### src/rtl/r_alu_pkg.sv
// Shared types for the round-robin R-type ALU arbiter.
// Provides the op-code enum, the legality check, the slot-state enum and the datapath width.
package r_alu_pkg;

    localparam int XLEN = 32;

    // The op code is {instr[30], funct3}.
    typedef enum logic [3:0] {
        OP_ADD  = 4'b0000,
        OP_SUB  = 4'b1000,
        OP_SLL  = 4'b0001,
        OP_SLT  = 4'b0010,
        OP_SLTU = 4'b0011,
        OP_XOR  = 4'b0100,
        OP_SRL  = 4'b0101,
        OP_SRA  = 4'b1101,
        OP_OR   = 4'b0110,
        OP_AND  = 4'b0111
    } alu_op_e;

    typedef enum logic {
        SLOT_EMPTY = 1'b0,
        SLOT_FULL  = 1'b1
    } slot_state_e;

    function automatic logic is_legal_op(logic [3:0] code);
        case (code)
            OP_ADD, OP_SUB, OP_SLL, OP_SLT, OP_SLTU,
            OP_XOR, OP_SRL, OP_SRA, OP_OR, OP_AND: return 1'b1;
            default:                               return 1'b0;
        endcase
    endfunction

endpackage

### src/rtl/r_alu_core.sv
// Purely combinational RV32 R-type ALU.
// Illegal codes produce zero and raise the illegal flag.
module r_alu_core
    import r_alu_pkg::*;
(
    input  logic [3:0]      op,
    input  logic [XLEN-1:0] in1,
    input  logic [XLEN-1:0] in2,
    output logic [XLEN-1:0] out,
    output logic            illegal
);

    logic [4:0] shamt;
    assign shamt = in2[4:0];

    always_comb begin
        // NOTE: every output of a combinational block gets a default first, so no path can infer a latch.
        out     = '0;
        illegal = 1'b0;
        unique case (alu_op_e'(op))
            OP_ADD:  out = in1 + in2;
            OP_SUB:  out = in1 - in2;
            OP_SLL:  out = in1 << shamt;
            OP_SLT:  out = {{(XLEN-1){1'b0}}, $signed(in1) < $signed(in2)};
            OP_SLTU: out = {{(XLEN-1){1'b0}}, in1 < in2};
            OP_XOR:  out = in1 ^ in2;
            OP_SRL:  out = in1 >> shamt;
            OP_SRA:  out = XLEN'($signed(in1) >>> shamt);
            OP_OR:   out = in1 | in2;
            OP_AND:  out = in1 & in2;
            default: begin
                out     = '0;
                illegal = 1'b1;
            end
        endcase
    end

endmodule

### src/rtl/r_alu_arbiter.sv
// Round-robin arbiter sharing one R-type ALU among NUM_REQ issue ports.
// Each result is registered into a single response slot, tagged with its requester index.
module r_alu_arbiter
    import r_alu_pkg::*;
#(
    parameter int NUM_REQ = 2,
    parameter int XLEN    = 32,
    parameter int ID_W    = $clog2(NUM_REQ)
) (
    input  logic                    clk,
    input  logic                    rst_n,
    input  logic [NUM_REQ-1:0]      req_valid,
    output logic [NUM_REQ-1:0]      req_ready,
    input  logic [NUM_REQ*32-1:0]   req_instr,
    input  logic [NUM_REQ*XLEN-1:0] req_in1,
    input  logic [NUM_REQ*XLEN-1:0] req_in2,
    output logic                    rsp_valid,
    input  logic                    rsp_ready,
    output logic [XLEN-1:0]         rsp_data,
    output logic [ID_W-1:0]         rsp_id,
    output logic                    rsp_err
);

    slot_state_e     state_q, state_d;
    logic [ID_W-1:0] rr_ptr_q, rr_ptr_d;
    logic [XLEN-1:0] rsp_data_q, rsp_data_d;
    logic [ID_W-1:0] rsp_id_q, rsp_id_d;
    logic            rsp_err_q, rsp_err_d;

    logic            gnt_found;
    logic [ID_W-1:0] gnt_idx;
    logic [ID_W-1:0] cand;
    logic            free;
    logic            accept;
    logic [3:0]      alu_op;
    logic [XLEN-1:0] alu_in1, alu_in2, alu_out;
    logic            alu_illegal;

    // First valid requester at or after rr_ptr, wrapping around.
    always_comb begin
        gnt_found = 1'b0;
        gnt_idx   = '0;
        cand      = '0;
        for (int i = 0; i < NUM_REQ; i++) begin
            cand = ID_W'((32'(rr_ptr_q) + 32'(i)) % NUM_REQ);
            if (!gnt_found && req_valid[cand]) begin
                gnt_found = 1'b1;
                gnt_idx   = cand;
            end
        end
    end

    assign free   = (state_q == SLOT_EMPTY) || rsp_ready;
    assign accept = gnt_found && free && rst_n;

    always_comb begin
        req_ready = '0;
        if (accept) req_ready[gnt_idx] = 1'b1;
    end

    always_comb begin
        alu_op  = {req_instr[32*gnt_idx + 30], req_instr[32*gnt_idx + 12 +: 3]};
        alu_in1 = req_in1[XLEN*gnt_idx +: XLEN];
        alu_in2 = req_in2[XLEN*gnt_idx +: XLEN];
    end

    r_alu_core u_core (
        .op      (alu_op),
        .in1     (alu_in1),
        .in2     (alu_in2),
        .out     (alu_out),
        .illegal (alu_illegal)
    );

    // Slot state machine: register, next-state logic, output decode.
    always_ff @(posedge clk or negedge rst_n) begin
        // NOTE: sequential state uses non-blocking assignments so every flop samples pre-edge values.
        if (!rst_n) state_q <= SLOT_EMPTY;
        else        state_q <= state_d;
    end

    always_comb begin
        state_d = state_q;
        unique case (state_q)
            SLOT_EMPTY: if (accept) state_d = SLOT_FULL;
            SLOT_FULL: begin
                if (accept)         state_d = SLOT_FULL;
                else if (rsp_ready) state_d = SLOT_EMPTY;
            end
            default:                state_d = SLOT_EMPTY;
        endcase
    end

    assign rsp_valid = (state_q == SLOT_FULL);

    always_comb begin
        rr_ptr_d   = rr_ptr_q;
        rsp_data_d = rsp_data_q;
        rsp_id_d   = rsp_id_q;
        rsp_err_d  = rsp_err_q;
        if (accept) begin
            rr_ptr_d   = (gnt_idx == ID_W'(NUM_REQ-1)) ? '0 : gnt_idx + 1'b1;
            rsp_data_d = alu_out;
            rsp_id_d   = gnt_idx;
            rsp_err_d  = alu_illegal;
        end
    end

    always_ff @(posedge clk or negedge rst_n) begin
        // NOTE: the payload registers are reset too, because the observable outputs must read zero out of reset.
        if (!rst_n) begin
            rr_ptr_q   <= '0;
            rsp_data_q <= '0;
            rsp_id_q   <= '0;
            rsp_err_q  <= 1'b0;
        end else begin
            rr_ptr_q   <= rr_ptr_d;
            rsp_data_q <= rsp_data_d;
            rsp_id_q   <= rsp_id_d;
            rsp_err_q  <= rsp_err_d;
        end
    end

    assign rsp_data = rsp_data_q;
    assign rsp_id   = rsp_id_q;
    assign rsp_err  = rsp_err_q;

endmodule

### config.mk
export PLATFORM = sky130hd
export DESIGN_NAME = r_alu_arbiter
export DESIGN_NICKNAME = d
export VERILOG_FILES = /design/src/rtl/r_alu_pkg.sv /design/src/rtl/r_alu_core.sv /design/src/rtl/r_alu_arbiter.sv
export SDC_FILE = /design/constraint.sdc
export NUM_CORES = 1
export LEC_CHECK = 0
export ABC_AREA = 1
export CAP_MARGIN = 20
export CORE_MARGIN = 3
export CORE_UTILIZATION = 35
export CTS_CLUSTER_DIAMETER = 60
export DETAILED_ROUTE_END_ITERATION = 12
export SETUP_SLACK_MARGIN = 0.05
export SLEW_MARGIN = 20
export SYNTH_ARGS = -nofsm -noshare
export SYNTH_HDL_FRONTEND = slang
export SYNTH_HIERARCHICAL = 1
export SYNTH_SLANG_ARGS = --single-unit
### constraint.sdc
create_clock -name clk -period 3.12 [get_ports clk]
set_input_delay 0.468 -clock clk [delete_from_list [all_inputs] [get_ports clk]]
set_output_delay 0.468 -clock clk [all_outputs]
set_load 0.1 [all_outputs]
Word-level counts from Yosys, hierarchy flattened
Index checks and enable logic that the tools add are counted.
Word-level totals
  flip-flop bits (word level): 36
  bits in latches: 0
  bits in writable memories: 0
  bits in read-only memories: 0
  input bits: 197
  output and inout port bits: 37
  memories: 0
Operators by class
  add/subtract/negate cells: 6
  $mul: 0
  divide/modulo/power cells: 0
  order comparisons: 7
  equal/unequal tests: 9
  shifts and indexed selects: 6
  multiplexer cells: 20
  bitwise logic cells: 4
  reduce and logical (&&, ||, !) cells: 8
Operators with widths (number)
  one-hot mux 32 bit (10 select lines): 1
  variable part select 64 x 7 -> 32 bit: 2
  < comparator 32 bit: 2
  variable part select 64 x 8 -> 3 bit: 1
  adder 32 bit: 1
  bitwise AND 32 bit: 1
  OR 32 bit: 1
  left shift 32 x 5 -> 32 bit: 1
  right shift 32 x 5 -> 32 bit: 1
  >>> shifter 32 x 5 -> 32 bit: 1
  subtractor 32 bit: 1
  bitwise XOR 32 bit: 1
  == test 4 x 3 -> 1 bit, second input constant: 4
  two-way mux 1 bit: 15
  OR reduction 10 bit: 1
  == test 4 x 2 -> 1 bit, second input constant: 2
  == test 4 bit, second input constant: 2
  adder 6 x 4 -> 7 bit, second input constant: 1
  adder 6 x 5 -> 7 bit, second input constant: 1
  < comparator 7 bit, second input constant: 1
  binary-select mux 1 bit (select 6 bit): 1
  < comparator 1 x 2 -> 1 bit, second input constant: 3
  == test 4 x 1 -> 1 bit, second input constant: 1
  logical AND 1 bit: 4
  other kinds (9): 10

Logic depth before layout (Yosys ltp)
  depth in word-level cells: 12
  mapped depth: 29
  mapped depth without buffers: 23

Cells and area by module
The synthesis kept the hierarchy.
By module, submodules not included
  r_alu_core: times used 1, cells each 2113, area each 10072.2 sq um, sequential area each 0.0 sq um
  r_alu_arbiter: times used 1, cells each 384, area each 2304.7 sq um, sequential area each 900.9 sq um

Worst setup path after synthesis
No wires, ideal clock.
  path type: input-to-reg
  start: in req_valid[0]
  end: reg rsp_data_q[30] (netlist: rsp_data[30])
  arrival: 3.318 ns
  setup slack: -0.320 ns
  stages: 24
  buffers on the path: 6
  path through: nand2_1 nand2_2 buf_4 buf_2 nand2_1 nand2_1 buf_2 clkinv_1 clkbuf_1 clkbuf_1 ha_1 buf_2 nor2_1 nand3_1 nand3_1 nand2_1 nand3_1 nand2_1 nand2_1 nand2_1 nand3_1 nand3_1 nand3_1 nand2_1
Between the ends
  elaborated cells between the ends (all ways): 38
RTL lines
  start, declared: RTL line r_alu_arbiter.sv:12  | input logic [NUM_REQ-1:0] req_valid,
  two-way mux 1 bit (implied by the code) (2 in series): RTL line r_alu_arbiter.sv:46  | if (!gnt_found && req_valid[cand]) begin
  two-way mux 1 bit: RTL line r_alu_arbiter.sv:46
  logical NOT 1 bit: RTL line r_alu_arbiter.sv:46
  logical AND 1 bit: RTL line r_alu_arbiter.sv:46
  two-way mux 1 bit *: RTL line r_alu_arbiter.sv:46
  variable part select 64 x 7 -> 32 bit *: RTL line r_alu_arbiter.sv:64  | alu_in2 = req_in2[XLEN*gnt_idx +: XLEN];
  named net alu_in2[4]: RTL line r_alu_arbiter.sv:36  | logic [XLEN-1:0] alu_in1, alu_in2, alu_out;
  subtractor 32 bit (tied with other cells): RTL line r_alu_core.sv:22  | OP_SUB: out = in1 - in2;
  one-hot mux 32 bit (10 select lines) *: RTL line r_alu_core.sv:20  | unique case (alu_op_e'(op))
  named net alu_out[30]: RTL line r_alu_arbiter.sv:36
  end signal, assigned: RTL line r_alu_arbiter.sv:118  | rsp_data_q <= rsp_data_d;
  end, declared: RTL line r_alu_arbiter.sv:26  | logic [XLEN-1:0] rsp_data_q, rsp_data_d;
Mark *: on every way through the listed nets, which the timed path passes. The rest lies on a longest branch. The select of a mux whose other input is x is not followed.
A chain may end at the register's enable or synchronous reset.

Final worst setup path
  start: reg rr_ptr_q
  end: reg rsp_data_q[26] (netlist: rsp_data[26])
Between the ends
  elaborated cells between the ends (all ways): 39
RTL lines
  start, declared: RTL line r_alu_arbiter.sv:25  | logic [ID_W-1:0] rr_ptr_q, rr_ptr_d;
  start signal, assigned: RTL line r_alu_arbiter.sv:117  | rr_ptr_q <= rr_ptr_d;
  two-way mux 1 bit (implied by the code) (2 in series): RTL line r_alu_arbiter.sv:46
  two-way mux 1 bit: RTL line r_alu_arbiter.sv:46
  logical NOT 1 bit: RTL line r_alu_arbiter.sv:46
  logical AND 1 bit: RTL line r_alu_arbiter.sv:46
  two-way mux 1 bit *: RTL line r_alu_arbiter.sv:46
  variable part select 64 x 7 -> 32 bit *: RTL line r_alu_arbiter.sv:63  | alu_in1 = req_in1[XLEN*gnt_idx +: XLEN];
  named net alu_in1[23]: RTL line r_alu_arbiter.sv:36
  subtractor 32 bit (tied with other cells): RTL line r_alu_core.sv:22
  one-hot mux 32 bit (10 select lines) *: RTL line r_alu_core.sv:20
  named net alu_out[26]: RTL line r_alu_arbiter.sv:36
Marks and branches as above.

==> flow_metrics.py <==
metrics = {
    "timing": {
        "rsz0062_at_grt": "yes",
        "fin_setup_tns_ns": -0.00756,
        "normalized_max_slew_margin_pct": 67.4,
        "clock_skew_ns": 0.0172,
        "setup_viol": 1,
        "final.period_utilization_pct": 100,
        "finalMaxSlewViolations": 0,
        "worst_slew_pin_slew_ns": 0.489,
        "maxClockFrequency_mhz": 320,
        "worst_slack_ns": -0.00756,
        "timing.final.hold_violations": 0,
        "period_needed_ns": 3.13,
    },
    "clock_tree": {
        "cts_tree": "built",
        "clk_root_buffer_cell": "sky130_fd_sc_hd__clkbuf_16",
        "cts_buffers": 5,
        "clock_transition_at_path_regs_ns": 0.08,
        "numClockSinks": 36,
        "cts-root-to-sink-buffers": 2,
        "clk-insertion-delay-late_ns": 0.31,
        "htree_levels": 2,
    },
    "placement": {
        "port_buffers": 177,
        "placedCellCount": 3539,
        "detailed_place_hpwl_um": 63500,
        "dpl_worst_slack_ns": -1.02,
        "finalWeightedCongestion": 1.04,
    },
    "die": {
        "rows": 68,
        "die_width_um": 194,
        "floorplan.io_pins": 234,
        "die_height_um": 194,
        "starting_density_of_the_core_pct": 35.7,
        "die-area_um2": 37700,
        "core-area_um2": 34700,
    },
    "run_status": {
        "failed_checks": "setup timing",
        "outcome": "complete, but fails checks",
    },
    "synthesis": {
        "post-synth-top-area-fraction_pct": 31.5,
        "distinct_cells_synth": 44,
        "synth.ff_latch_count": 36,
        "yosysSeqAreaShare_pct": 7.28,
        "netlist_top_cells_area": "sky130_fd_sc_hd__nand2_1 (31%), sky130_fd_sc_hd__nand3_1 (18%), sky130_fd_sc_hd__ha_1 (9.9%), sky130_fd_sc_hd__inv_1 (9.5%), sky130_fd_sc_hd__dfrtp_1 (7.3%)",
        "synth.cell_area_um2": 12400,
        "synth_enable_flop_cells": 0,
        "synth_nets": 2794,
        "yosys_warnings": 6,
        "synth-async-reset-ratio_pct": 100,
        "synthesis.instances": 2497,
        "syn_area_per_cell_um2": 4.96,
        "synth_top_cell_by_area": "sky130_fd_sc_hd__nand2_1",
        "synth_flop_cell": "sky130_fd_sc_hd__dfrtp_1",
    },
    "drt": {
        "dr.pass1.iters": 8,
        "total_via_count_in_the_routed_design": 19554,
        "post_drt_wl_per_cell_um": 21.5,
        "drc_errors": 0,
        "drt_wl_total_um": 77100,
        "antenna_violation_net_count_after_detailed_routing": 0,
        "dr.first_iter.drc_count": 1954,
        "vias_per_cell": 5.46,
    },
    "grt": {
        "grt_max_degree": 63,
        "grt_pass1_vias": 18508,
        "grt_pass1_wl_um": 111000,
        "overflow": 0,
        "grt_antenna_before_repair": 1,
        "grt_usage_pct": 38.2,
    },
    "cells_and_area": {
        "num-fill-cells": 3614,
        "stdcell_count": 3580,
        "end_of_flow_core_utilization_pct": 58.7,
        "areaGrowthSynthToFinish_pct": 64.6,
        "net_count_reported_at_finish": 3421,
        "layout-drive-gt1-share_pct": 30.9,
    },
    "worst_setup_path": {
        "critical_setup_path_class": "register to register",
        "worst_setup_path_end_kind": "register",
        "worst_ep_arrival_time_ns": 3.31,
        "critical_path.startpoint_type": "register",
        "timing.critical_path.required_ns": 3.31,
        "crit_fanout": 8,
    },
    "pwr": {
        "p_clk_share_pct": 6.3,
        "power.switching_fraction_pct": 57.8,
        "power_report.internal_total_w": 0.00390,
        "p_sw_w": 0.00534,
        "seq_power_share_pct": 7.6,
        "fin_total_pwr_w": 0.00924,
        "power.combinational.fraction_pct": 86.1,
        "powerDensity_nw_per_um2": 454,
        "power.leakage_nw": 11.1,
        "vdd_ir_drop_max_mv": 0.674,
    },
    "run": {
        "timing.max_cap.violations": 0,
    },
    "hold_path": {
        "worst_hold_path_type": "input pin to async pin",
    },
}
flip-flops by register name, summed over array words and instances, names as in the netlist:
signal,flops
rr_ptr_q,1
rsp_data,32
rsp_err,1
rsp_id,1
rsp_valid,1
final cells by class:
class | instances | area, um^2 | area share, %
inverters | 324 | 1230 | 6.06
diodes | 1 | 2.50 | 0.0123
flip-flops and latches | 36 | 901 | 4.42
repair buffers | 733 | 6310 | 31.0
clock buffers | 7 | 153 | 0.749
well taps | 455 | 569 | 2.80
multi-input cells | 2024 | 11200 | 55.0
kinds of logic (layout without fill, tap and decap cells):
kind of cell,count (synthesis),count (layout),share of synthesized area (%)
AND/OR/NAND/NOR,1718,1718,58.5
buffers and inverters,437,1064,14.4
XOR/XNOR,1,1,0.0708
adder cells (fa/ha/maj),100,100,10.2
other,0,1,0
flip-flops,36,36,7.28
AO/OA/AOI/OAI,205,205,9.51
layout by cell type, fill, tap and decap left out, types with 23 or more instances in the layout:
| cell | Yosys | final |
|---|---|---|
| sky130_fd_sc_hd__a21oi_2 | 1 | 23 |
| sky130_fd_sc_hd__a21oi_1 | 85 | 58 |
| sky130_fd_sc_hd__nand3_1 | 434 | 396 |
| sky130_fd_sc_hd__o22ai_1 | 25 | 25 |
| sky130_fd_sc_hd__nor2_2 | 5 | 41 |
| sky130_fd_sc_hd__inv_1 | 314 | 284 |
| sky130_fd_sc_hd__nor2_1 | 150 | 91 |
| sky130_fd_sc_hd__nand2_1 | 1038 | 916 |
| sky130_fd_sc_hd__nand2_2 | 3 | 112 |
| sky130_fd_sc_hd__ha_4 | 0 | 25 |
| sky130_fd_sc_hd__ha_1 | 98 | 66 |
| sky130_fd_sc_hd__buf_4 | 8 | 541 |
| sky130_fd_sc_hd__nor2_4 | 5 | 28 |
| sky130_fd_sc_hd__o21ai_0 | 43 | 29 |
| sky130_fd_sc_hd__nand3_2 | 4 | 36 |
| sky130_fd_sc_hd__clkdlybuf4s50_1 | 0 | 137 |
| sky130_fd_sc_hd__inv_2 | 7 | 33 |
| sky130_fd_sc_hd__nand4_1 | 32 | 32 |
| sky130_fd_sc_hd__dfrtp_1 | 36 | 36 |
layer usage:
metal	part of all wire [%]	wire (um)	global-route usage, %
met1	41	31900	50.9
met2	46	35400	63.3
met3	8.0	6160	4.33
met4	4.8	3740	14.5
met5	0	0	0
synth_stat cells (3+ instances only):
master / instances
sky130_fd_sc_hd__nor2_4: 5
sky130_fd_sc_hd__inv_1: 314
sky130_fd_sc_hd__nand2_1: 1038
sky130_fd_sc_hd__clkbuf_1: 33
sky130_fd_sc_hd__o221ai_1: 4
sky130_fd_sc_hd__buf_4: 8
sky130_fd_sc_hd__dfrtp_1: 36
sky130_fd_sc_hd__nand3_2: 4
sky130_fd_sc_hd__buf_2: 67
sky130_fd_sc_hd__inv_2: 7
sky130_fd_sc_hd__o21ai_0: 43
sky130_fd_sc_hd__o211ai_1: 16
sky130_fd_sc_hd__ha_1: 98
sky130_fd_sc_hd__nand4_1: 32
sky130_fd_sc_hd__nand3_1: 434
sky130_fd_sc_hd__nor3_1: 28
sky130_fd_sc_hd__a31oi_1: 4
sky130_fd_sc_hd__clkinv_1: 3
sky130_fd_sc_hd__a21oi_1: 85
sky130_fd_sc_hd__o21bai_1: 9
sky130_fd_sc_hd__nor2_1: 150
sky130_fd_sc_hd__and2_1: 11
sky130_fd_sc_hd__nand2_2: 3
sky130_fd_sc_hd__o21ai_1: 7
sky130_fd_sc_hd__nor4_1: 4
sky130_fd_sc_hd__o22ai_1: 25
sky130_fd_sc_hd__a221oi_1: 3
sky130_fd_sc_hd__nor2_2: 5
sky130_fd_sc_hd__buf_6: 3
critical path, stage by stage (launching register included):
cell and delay (ns):
sky130_fd_sc_hd__dfrtp_1 0.40, sky130_fd_sc_hd__inv_2 0.10, sky130_fd_sc_hd__nand2_2 0.06, sky130_fd_sc_hd__nand2_4 0.13, sky130_fd_sc_hd__buf_12 0.13, sky130_fd_sc_hd__clkbuf_16 0.17
sky130_fd_sc_hd__buf_12 0.14, sky130_fd_sc_hd__nand2_1 0.07, sky130_fd_sc_hd__nand2_2 0.14, sky130_fd_sc_hd__inv_1 0.10, sky130_fd_sc_hd__ha_4 0.37, sky130_fd_sc_hd__nand2_1 0.07
sky130_fd_sc_hd__inv_1 0.11, sky130_fd_sc_hd__nand2_1 0.10, sky130_fd_sc_hd__nor3_1 0.14, sky130_fd_sc_hd__buf_4 0.15, sky130_fd_sc_hd__nand3_1 0.13, sky130_fd_sc_hd__nand2_1 0.11
sky130_fd_sc_hd__nand2_1 0.05, sky130_fd_sc_hd__nand3_1 0.07, sky130_fd_sc_hd__nand3_1 0.11, sky130_fd_sc_hd__nand3_1 0.12, sky130_fd_sc_hd__nand2_1 0.07
metrics by stage:
step,instance area (um^2),hold slack [ns]
3_3_place_gp,18200,0.448
4_1_cts,19200,0.118
5_1_grt,20400,0.137
6_report,20400,0.114
2_1_floorplan,12500,0.172
3_5_place_dp,18200,0.455
path summary, 6_finish.rpt:
path	startpoint	endpoint	slack, ns	depth (start not counted)
max in group asynchronous	rst_n	rr_ptr_q	2.20	2
min reg2reg	rsp_data[4]	rsp_data[4]	0.48	2
max	rr_ptr_q	rsp_data[26]	-0.008	22
min	rst_n	rsp_data[31]	0.11	1
max reg2reg	rr_ptr_q	rsp_data[26]	-0.008	22
min in group clk	rsp_data[4]	rsp_data[4]	0.48	2
timing repair:
action | 4_1_cts | 5_1_grt
gates resized for setup | 170 | 290
gates cloned | 2 | 2
setup endpoints to repair | 32 | 32
pin swaps | 20 | 62
hold buffers | 0 | 0
buffers inserted | 3 | 26
power by group through the flow:
stage | logic, W | clock network, W | registers, W
2_1_floorplan | 0.00285 | 0 | 0.00157
3_3_place_gp | 0.00685 | 0 | 0.000703
3_5_place_dp | 0.00689 | 0 | 0.000705
4_1_cts | 0.00723 | 0.000589 | 0.000701
5_1_grt | 0.00842 | 0.000606 | 0.000713
6_report | 0.00796 | 0.000582 | 0.000701
Note: power is estimated with default switching activity, not from simulation.
